### config.mk
export PLATFORM = sky130hd
export DESIGN_NAME = interp_nco_ctrl
export DESIGN_NICKNAME = d
export VERILOG_FILES = /design/src/rtl/interp_nco_ctrl.sv
export SDC_FILE = /design/constraint.sdc
export NUM_CORES = 1
export LEC_CHECK = 0
export CAP_MARGIN = 40
export CORE_MARGIN = 2
export CORE_UTILIZATION = 30
export CTS_CLUSTER_SIZE = 30
export DETAILED_ROUTE_END_ITERATION = 16
export MAX_ROUTING_LAYER = met4
export SYNTH_ARGS = -nofsm -noshare
export SYNTH_HDL_FRONTEND = slang
export SYNTH_SLANG_ARGS = --single-unit
export TNS_END_PERCENT = 50
### constraint.sdc
create_clock -name clk -period 5.56 [get_ports clk]
set_input_delay 0.834 -clock clk [delete_from_list [all_inputs] [get_ports clk]]
set_output_delay 0.834 -clock clk [all_outputs]
set_load 0.01 [all_outputs]
### src/rtl/interp_nco_ctrl.sv
// Symbol-timing NCO controller for a Farrow-style interpolator: counts warm-up
// samples, then runs a modulo-1 down-counter whose underflows emit strobe and mu.
module interp_nco_ctrl #(
   parameter int               NCO_W    = 16,
   parameter int               MU_WIDTH = 10,
   parameter int               MU_FRAC  = 9,
   parameter logic [NCO_W-1:0] W_NOM    = 16'h8000,
   parameter logic [NCO_W-1:0] W_MIN    = 16'h6000,
   parameter logic [NCO_W-1:0] W_MAX    = 16'hA000,
   parameter int               WARMUP   = 4
) (
   input  logic                clk,
   input  logic                rst,
   input  logic                in_valid,
   input  logic [15:0]         v_err,
   input  logic                v_valid,
   output logic [MU_WIDTH-1:0] mu,
   output logic                strobe,
   output logic                sym_phase,
   output logic                running,
   output logic                o_dbg_state
);

   // in_valid and v_valid are plain per-cycle qualifiers: the block has no
   // ready/backpressure, so every cycle with a qualifier high is consumed.

   localparam int SW = NCO_W + 2;
   localparam int CW = $clog2(WARMUP + 1);

   typedef enum logic {S_WARMUP = 1'b0, S_RUN = 1'b1} state_t;

   state_t                r_state;
   state_t                w_state_next;
   logic [CW-1:0]         r_warm_cnt;
   logic [NCO_W-1:0]      r_eta;
   logic [15:0]           r_v_hold;
   logic [MU_WIDTH-1:0]   r_mu;
   logic                  r_strobe;
   logic                  r_sym_phase;

   logic signed [SW-1:0]  w_step_raw;
   logic [NCO_W-1:0]      w_step;
   logic [NCO_W-1:0]      w_eta_next;
   logic                  w_underflow;
   logic [MU_WIDTH-1:0]   w_mu_next;
   logic                  w_last_warm;

   // Step computed wide enough that W_NOM + v_hold can never wrap before clamping.
   assign w_step_raw = $signed({2'b00, W_NOM})
                     + $signed({{(SW-16){r_v_hold[15]}}, r_v_hold});

   always_comb begin
      w_step = w_step_raw[NCO_W-1:0];
      if (w_step_raw < $signed({2'b00, W_MIN}))
         w_step = W_MIN;
      else if (w_step_raw > $signed({2'b00, W_MAX}))
         w_step = W_MAX;
   end

   assign w_underflow = {1'b0, r_eta} < {1'b0, w_step};
   assign w_eta_next  = r_eta - w_step;
   assign w_mu_next   = MU_WIDTH'(r_eta[NCO_W-1 -: MU_FRAC]);
   assign w_last_warm = (r_warm_cnt == CW'(WARMUP - 1));

   always_ff @(posedge clk or posedge rst) begin
      if (rst)
         r_state <= S_WARMUP;
      else
         r_state <= w_state_next;
   end

   always_comb begin
      w_state_next = r_state;
      if (r_state == S_WARMUP && in_valid && w_last_warm)
         w_state_next = S_RUN;
   end

   always_comb begin
      running     = (r_state == S_RUN);
      o_dbg_state = r_state;
   end

   // The sample that completes warm-up only fills the delay line; the NCO
   // starts on the following accepted sample.
   always_ff @(posedge clk or posedge rst) begin
      if (rst) begin
         r_warm_cnt  <= '0;
         r_eta       <= '1;
         r_v_hold    <= '0;
         r_mu        <= '0;
         r_strobe    <= 1'b0;
         r_sym_phase <= 1'b0;
      end else begin
         r_strobe <= 1'b0;
         if (v_valid)
            r_v_hold <= v_err;
         if (r_state == S_WARMUP && in_valid)
            r_warm_cnt <= r_warm_cnt + CW'(1);
         if (r_state == S_RUN && in_valid) begin
            r_eta <= w_eta_next;
            if (w_underflow) begin
               r_strobe    <= 1'b1;
               r_mu        <= w_mu_next;
               r_sym_phase <= ~r_sym_phase;
            end
         end
      end
   end

   assign mu        = r_mu;
   assign strobe    = r_strobe;
   assign sym_phase = r_sym_phase;

endmodule

-- Word level (Yosys, flattened, before mapping)
Index checks and enable logic that the tools add are counted.
- bits of input ports: 20
- register bits after elaboration: 47
- word-level logic and storage cells: 24
- output and inout bits: 14
- mux-type cells: 4
- bitwise operators: 2
- reductions and logical operators: 4
- $lt $le $gt $ge: 3
- equal/unequal tests: 1
- $add $sub $neg: 3
- operators with widths (kind ; number):
    16-bit two-way mux ; 2
    17-bit by 16-bit adder with 18-bit output, first input constant ; 1
    18-bit by 17-bit greater-than comparator with 1-bit output, second input constant ; 1
    18-bit by 16-bit less-than comparator with 1-bit output, second input constant ; 1
    16-bit less-than comparator ; 1
    16-bit subtractor ; 1
    3-bit by 1-bit adder with 3-bit output, second input constant ; 1
    3-bit by 2-bit == test with 1-bit output, second input constant ; 1
    1-bit logical AND ; 3
    1-bit two-way mux ; 2
    1-bit NOT ; 2
    2-bit AND reduction ; 1

-- Depth between registers and ports, before layout
Gate-level depths: netlist of the first run.
- depth in word-level cells: 7
- depth in mapped cells: 14
- depth with buffers taken out: 13

-- Worst setup path before layout of the first run
OpenSTA, ideal clock, no wires.
- path type: reg-to-reg
- start: register r_v_hold[1]
- end: register r_mu[0], in the netlist mu[0]
- path slack: 2.284 ns
- stages on the path, launching flop included: 14
- buffers on the path: 2
- data arrival time: 3.150 ns
- setup time: 0.125 ns
- data required time: 5.435 ns
- period minus slack after synthesis: 3.276 ns
- cell sequence: dfrtp_1 > nor4_1 > nand4_1 > a211oi_1 > a31o_2 > clkbuf_1 > nand2_1 > ha_1 > a21o_1 > a21oi_2 > o221a_4 > o41ai_2 > buf_6 > mux2_4
- longest elaborated chain between the ends: 6
- elaborated cells on any way between the ends: 7
- classes of those cells: add/sub (1); order compare (3); mux (2); reduce/logical (1)
- ends and longest elaborated chain (element ; RTL line ; RTL):
    start: declaration ; 36 ; logic [15:0] r_v_hold;
    start signal: assignment ; 96 ; r_v_hold <= v_err;
    17-bit by 16-bit adder with 18-bit output * ; 50 ; + $signed({{(SW-16){r_v_hold[15]}}, r_v_hold});
    18-bit by 17-bit greater-than comparator with 1-bit output ; 56 ; else if (w_step_raw > $signed({2'b00, W_MAX}))
    16-bit two-way mux ; 56 ;
    16-bit two-way mux * ; 54 ; if (w_step_raw < $signed({2'b00, W_MIN}))
    16-bit less-than comparator * ; 60 ; assign w_underflow = {1'b0, r_eta} < {1'b0, w_step};
    2-bit AND reduction (no line) * ; - ;
    end signal: assignment ; 103 ; r_mu <= w_mu_next;
    end: declaration ; 37 ; logic [MU_WIDTH-1:0] r_mu;
Every way passes the cells marked *; elsewhere a longest branch is shown, timed or not.
A chain may end at the register's enable or synchronous reset.

-- Worst setup path in the final report of the first run
Same ends and word-level chain as after synthesis.

==> results of run 1 <==
[worst paths after layout]
kind                                    startpoint                   endpoint  slack [ns]  cells past startpoint
min in group asynchronous                      rst  r_warm_cnt[0]$_DFFE_PP0P_        0.89                      2
max in group asynchronous                      rst       r_eta[4]$_DFFE_PP1P_        4.08                      3
setup / recovery           r_v_hold[1]$_DFFE_PP0P_          mu[0]$_DFFE_PP0P_        2.06                     14
hold reg to reg              sym_phase$_DFFE_PP0P_      sym_phase$_DFFE_PP0P_        0.47                      1
hold / removal               sym_phase$_DFFE_PP0P_      sym_phase$_DFFE_PP0P_        0.47                      1
setup reg to reg           r_v_hold[1]$_DFFE_PP0P_          mu[0]$_DFFE_PP0P_        2.06                     14
[per-stage QoR]
stage / worst slack [ns] / hold slack [ns] / std cells / util
finish: 2.06 / 0.474 / 410 / 0.365
detailed placement: 1.80 / 0.471 / 401 / 0.352
floorplan: 2.28 / 0.450 / 269 / -
global placement: 1.88 / 0.464 / 399 / 0.347
CTS: 1.79 / 0.483 / 409 / 0.364
global route: 1.82 / 0.505 / 410 / 0.365
[registers in the layout, indices dropped and copies added (netlist names)]
name / count
r_eta: 16
r_v_hold: 16
mu: 9
r_warm_cnt: 3
o_dbg_state: 1
strobe: 1
sym_phase: 1
[where the power goes]
group	total, mW	internal (mW)	switching (mW)
combinational	0.961	0.461	0.499
sequential	0.602	0.508	0.0941
clock	0.245	0.135	0.110
[routing by layer]
layer,vias to the layer above,routed length [um],share of wire
met1,986,2850,0.49
met4,0,111,0.019
met2,54,2630,0.45
li1,1029,-,-
met3,9,249,0.043
met5,-,0,0
[cell families (layout without fill, tap and decap cells)]
family                     Yosys count  count (layout)  synth area share
other                                1               1           0.00135
and+or+nand+nor                     82              82             0.142
buffers and inverters               23              53            0.0424
muxes                               25              25             0.112
xor gates and xnor gates             9               9            0.0284
DFF                                 47              47             0.431
AOI/OAI and AO/OA                   63              63             0.153
adders and majority gates           19              19            0.0884
[cell usage after synthesis, types with 2 or more instances]
master,count
nor3_1,6
ha_1,18
mux2_4,8
nand3_1,5
or4_1,2
clkbuf_1,5
buf_6,2
a21o_1,3
o31ai_1,2
nor4_1,2
o21ai_0,16
dfstp_2,16
a21oi_1,17
o2111ai_1,4
dfrtp_1,31
xnor2_1,5
o21a_1,2
mux2_2,17
o211ai_1,5
inv_1,10
nand2_1,40
buf_4,4
nand2b_1,4
and3_1,3
a21oi_2,2
xor2_1,4
or4_2,2
nand4_1,6
nor2_1,7
[critical path, stage by stage (launching register included)]
cell and delay [ns]:
dfrtp_1 0.40, nor4_1 0.32, nand4_1 0.14, a211oi_1 0.24
a31o_2 0.27, and2_1 0.17, ha_1 0.16, inv_1 0.05
fa_1 0.40, a21o_1 0.20, a21oi_2 0.19, o221a_4 0.25
o41ai_4 0.10, buf_6 0.18, mux2_4 0.30
[final cells by class]
cell class              count  share of cell area
flip-flops and latches     47               0.360
clock inverters             1             0.00904
multi-input cells         199               0.442
repair buffers             35               0.113
inverters                  10              0.0113
clock buffers               7              0.0230
well taps                 111              0.0418
==> summary by stage, run 1 <==
Cells and area
The area taken by multi-input logic gates is 1470 sq um. Leaving out fill and tap cells, the most frequent cells in the layout are nand2_1, clkdlybuf4s50_1, dfrtp_1. The area overhead of the layout relative to synthesis is 19.9%. The final layout contains 337 nets.

Of the cells placed in the final design, the portion with a size suffix greater than 1 is 0.204. The filler cell count is around 930. The sequential cell area is 1200 sq um. The most common library cell in the layout ignoring fill and taps is nand2_1. The number of inserted diodes is 0. The finished cells cover 3320 sq um.

GRT
The first global-routing pass estimated 10.0 mm of wire. In the global route stage, met1 resource usage came out at 0.179. In the global route stage, met3 resource usage came out at 0.0188. The met2 usage in global routing is 0.192.

Global routing finished with a remaining overflow of 0. The initial antenna violation count was 0. In this run the most used layer during global routing was met2.

The all-layer global routing usage is 0.129. Entering global routing, the biggest net connects 25 pins. The number of global-route vias before repair is 2056.

Timing
Across the routed clock network, the largest skew measured is about 0.012 ns. The number of hold violations in the final report is 0. The transition time of the tightest slew-check pin is 0.695 ns.

The maximum clock frequency is 286 MHz. The final number of setup-violating endpoints is 0. Setup repair after global routing left no endpoint under its margin. The worst slew slack as a fraction of its limit is 0.535. The clock period minus worst slack is 3.50 ns. In the finished design, the share of the clock period the worst path needs comes to 0.629. The total negative slack is 0 ns. The number of slew-limit violations in the final report is 0.

Hold path
The min-delay analysis places its worst path in the category reg -> reg.

Route
Across all layers, the routed design uses 2078 vias. The remaining number of nets flagged by the antenna check after routing is 0. Dividing the detail-routed wire length by the instance count gives 14.3 um. The via density per instance is approximately 5.1. The first routing iteration left 104 violations. For this block, the routed nets add up to 5.85 mm of wire. The pre-antenna-repair detailed-routing pass consisted of 4 iterations. The DRC violations left is 0.

Placed design
The global placer's final weighted congestion is between 0.9 and 1. The placed instances occupy a cell area of 3210 sq um. The post-DP HPWL is 4.56 mm.

The number of port buffers is 32.

Clock network
The level count of the clock H-tree is 2. Hold repair after CTS inserted 0 buffers. The clock tree from TritonCTS is done. The maximum clock path buffer count is 2. Post-CTS repair changed the size of 0 cells. The number of buffers inserted by post-CTS setup repair is 0. The root buffer cell is clkbuf_8. The clock transition at the registers of the reported paths is 0.08 ns. Clock tree synthesis found a total of 47 sinks. The number of buffers added by the clock tree synthesis step is 5. At the later pin of the worst-skew pair, clock insertion delay measures about 0.30 ns.

Status
The run finished with clean final reports.

Worst setup path
Data arrives at the worst endpoint at 3.68 ns. The worst setup path is captured at a flop. The largest fanout on the critical path is 13. The startpoint type of the worst setup path is a flop.

The worst setup path is of the reg -> reg kind. For the worst setup path, the data required time is 5.74 ns.

Yosys
The dominant synthesized flop cell is dfrtp_1. The synthesized design contains 47 register bits. For this run, asynchronously set or reset flops after synthesis account for 1.00.

By area the synthesized netlist is led by dfrtp_1, dfstp_2, ha_1, mux2_2, nand2_1. The biggest area contributor in the post-synthesis netlist is dfrtp_1. The average instance in the mapped netlist occupies roughly 10 sq um.

The area share of the leading cell type in the synthesized netlist is 0.280. Yosys printed 0 warnings. The count of mapped cells out of synthesis is ~270.

For this run, the register share of the synthesized area comes to 0.431. The number of different library cells in the post-synthesis netlist is 50. The synthesized netlist occupies a cell area of 2770 sq um. The synthesized design contains 0 enable-type register cells. The post-synthesis net count is 308.

Power and ir drop
For this design the static power due to leakage is 1.37 nW. IR analysis of the VDD net gives a maximum drop of 0.185 mV. The power after layout is 1.81 mW. Power spread over the standard cell area amounts to 544 nW/um^2.

Floorplan
For this design the top-level I/O count stands at 34. The floorplan step defined a die boundary enclosing 10000 sq um. The core region area is 9110 sq um. Row generation in the floorplan step produced 35 rows. The die extent in x is 100 um.

The vertical die dimension is roughly 100 um. The effective utilization at floorplan is 0.304.

Run
The number of max-cap violations is 0.
Power figures use the tool's default switching activity.
==> run 2, diff against run 1 <==
==> constraint.sdc (replaced) <==
create_clock -name clk -period 3.4 [get_ports clk]
set_input_delay 0.51 -clock clk [delete_from_list [all_inputs] [get_ports clk]]
set_output_delay 0.51 -clock clk [all_outputs]
set_load 0.01 [all_outputs]
==> run 2 against run 1 <==
Net effect:
- total power rose by 69%
- sequential share of layout area is 1.1 points lower
- register-to-register slack got worse by 1.9 ns
- utilization is 1.1 points higher
==> summary by stage, run 2 (synthesis gave the netlist of run 1 again) <==
Status
The run finished with clean final reports.

GRT
The number of global-route vias before repair is around 2000. Summed over all layers, the global routing overflow is 0. The all-layer global routing usage is 0.128. The first-pass GRT wire length is between 9 and 10 mm. The initial antenna violation count is 0. The pin count of the biggest net entering global routing is 37.

Worst setup path
In this run the register-to-register setup slack is 0.16 ns. Of all nets on the critical path, the largest fanout is 11. The number of cells on the worst reg-to-reg path is 13.

STA puts the critical path data arrival time at 3.44 ns. At the worst endpoint, the required time is 3.60 ns. The worst setup path is captured at a flop. The worst register-to-register path ends at mu[7]$_DFFE_PP0P_. The worst setup path is of the reg -> reg kind. The startpoint type of the worst setup path is a flop. The start of the worst register-to-register path is r_v_hold[1]$_DFFE_PP0P_.

Timing
The maximum clock frequency is 308 MHz. The total negative slack is 0 ns. The transition time of the tightest slew-check pin is around 0.7 ns. The final number of setup-violating endpoints is 0.

The minimum setup slack in the final design is 0.155 ns. The clock period minus worst slack is 3.24 ns. The worst clock skew on the final layout is 0.00688 ns. The number of slew-limit violations in the final report is 0.

Setup repair after global routing left no endpoint under its margin. The number of hold violations in the final report is 0. The worst slew slack as a fraction of its limit is 0.530. The share of the clock period used by the worst path after layout is 0.954.

Floorplan
The core region area is 9110 sq um. The die covers ~10000 sq um. The floorplan has 35 rows. The effective utilization at floorplan is 0.304. The die is between 100 and 150 um tall. The count of pins on the block boundary is 34. The die extent in x is ~100 um.

Power and ir drop
The analysis attributes to cell leakage a power of between 1 and 1.5 nW. After layout, the design draws a total of 3.05 mW. Power spread over the standard cell area amounts to 891 nW/um^2. IR analysis of the VDD net gives a maximum drop of 0.237 mV.

Cells and area
Summing all flip-flop and latch instances after layout gives 1200 sq um. At the end of the flow, the number of nets in the layout was 347. The area overhead of the layout relative to synthesis is 23.5%.

The most common library cell in the layout ignoring fill and taps is nand2_1. The library cells used most frequently in the layout, excluding fill and tap cells, are nand2_1, clkdlybuf4s50_1, dfrtp_1. The number of inserted diodes is 0.

In the final layout, the multi-input gates occupy 1500 sq um. For this run, the number of standard cells in the final layout without fillers is 420. After filler insertion, the fill cell instance count of the layout stands at between 900 and 1000. The share of layout cells above drive strength 1 is 0.246.

Placed design
At the placement stage, the worst setup path has a slack of 0.00792 ns. The post-DP HPWL is 4.67 mm. The number of placed instances, taps included is 412. The congestion estimate from routability-driven global placement came to 0.927. The number of port buffers is 32.

Route
The detailed-route wire length is 5.84 mm. The routed layout has around 2100 vias. After detailed routing, the number of remaining DRC violations is 0. In the routed layout, each cell is associated on average with a via count of roughly 5.0.

The remaining number of nets flagged by the antenna check after routing is 0. After detailed routing, the average wire length per cell comes to 13.9 um. The first detailed-routing pass took 4 iterations. The first routing iteration left 73 violations.

Run
Max-cap violations in this run came to 0.

Hold path
The hold path startpoint is sym_phase$_DFFE_PP0P_. Counting instances, the worst hold path has a depth of 1. In this run the worst hold path is classified as reg -> reg. The endpoint of the worst hold path is sym_phase$_DFFE_PP0P_.

Clock network
The clock transition at the registers of the reported paths is 0.09 ns. The H-tree generated during clock tree synthesis spans 2 levels. The clock drives 47 sinks.

The clock reaches the later pin of the worst-skew pair after about 0.3 ns. The root buffer cell is clkbuf_8. The clock tree from TritonCTS is done. After clock tree synthesis, the flow added hold-fix buffers numbering 0. The number of buffers inserted by post-CTS setup repair is 0. The number of clock buffers added by TritonCTS is 5. The maximum clock path buffer count is 2.
==> run 2: worst max path at each step <==
stage          cells after the start                    start           endpoint  slack [ns]
2_1_floorplan                     13  r_v_hold[1]$_DFFE_PP0P_  mu[0]$_DFFE_PP0P_        0.12
3_3_place_gp                      13  r_v_hold[1]$_DFFE_PP0P_  mu[5]$_DFFE_PP0P_        0.02
3_5_place_dp                      13  r_v_hold[1]$_DFFE_PP0P_  mu[3]$_DFFE_PP0P_       0.008
4_1_cts                           12  r_v_hold[1]$_DFFE_PP0P_  mu[7]$_DFFE_PP0P_         0.1
5_1_grt                           13  r_v_hold[7]$_DFFE_PP0P_  mu[7]$_DFFE_PP0P_        0.02
6_report                          13  r_v_hold[1]$_DFFE_PP0P_  mu[7]$_DFFE_PP0P_        0.16
==> run 2: worst max-delay path, cell delays in order, from the launching register on <==
cell and delay [ns]:
dfrtp_1 0.41, nor4_2 0.28, nand4_1 0.12, a211oi_1 0.25
a31o_2 0.16, buf_4 0.13, nand2_1 0.05, ha_1 0.35
a21o_1 0.18, a21oi_2 0.08, o221a_4 0.23, o41ai_4 0.37
buf_12 0.19, mux2_2 0.33
==> run 2: timing repair <==
action	in CTS	in global routing
gates resized for setup	1	3
setup endpoints to repair	8	9
pin swaps	0	1
==> run 2: final cells by class <==
class                   instances  area share
multi-input cells             199       0.437
flip-flops and latches         47       0.349
repair buffers                 45       0.132
well taps                     111      0.0406
clock buffers                   7      0.0281
inverters                      10      0.0110
clock inverters                 1     0.00219
==> run 2: metal layers <==
layer / vias to the layer above / GRT usage / share of wire
met5: - / - / 0
met4: 0 / 0.0432 / 0.013
met3: 7 / 0.0188 / 0.043
met2: 58 / 0.197 / 0.44
met1: 964 / 0.173 / 0.50
li1: 1056 / - / -
==> run 2: through the flow <==
stage | util | area (sq um) | hold WS [ns]
2_1_floorplan | - | 2770 | 0.450
3_3_place_gp | 0.359 | 3270 | 0.462
3_5_place_dp | 0.362 | 3290 | 0.472
4_1_cts | 0.374 | 3400 | 0.484
5_1_grt | 0.376 | 3420 | 0.497
6_report | 0.376 | 3420 | 0.473
==> run 2: power breakdown <==
| part | switching (mW) | internal, mW |
|---|---|---|
| Clock | 0.190 | 0.185 |
| Combinational | 0.838 | 0.845 |
| Sequential | 0.159 | 0.831 |
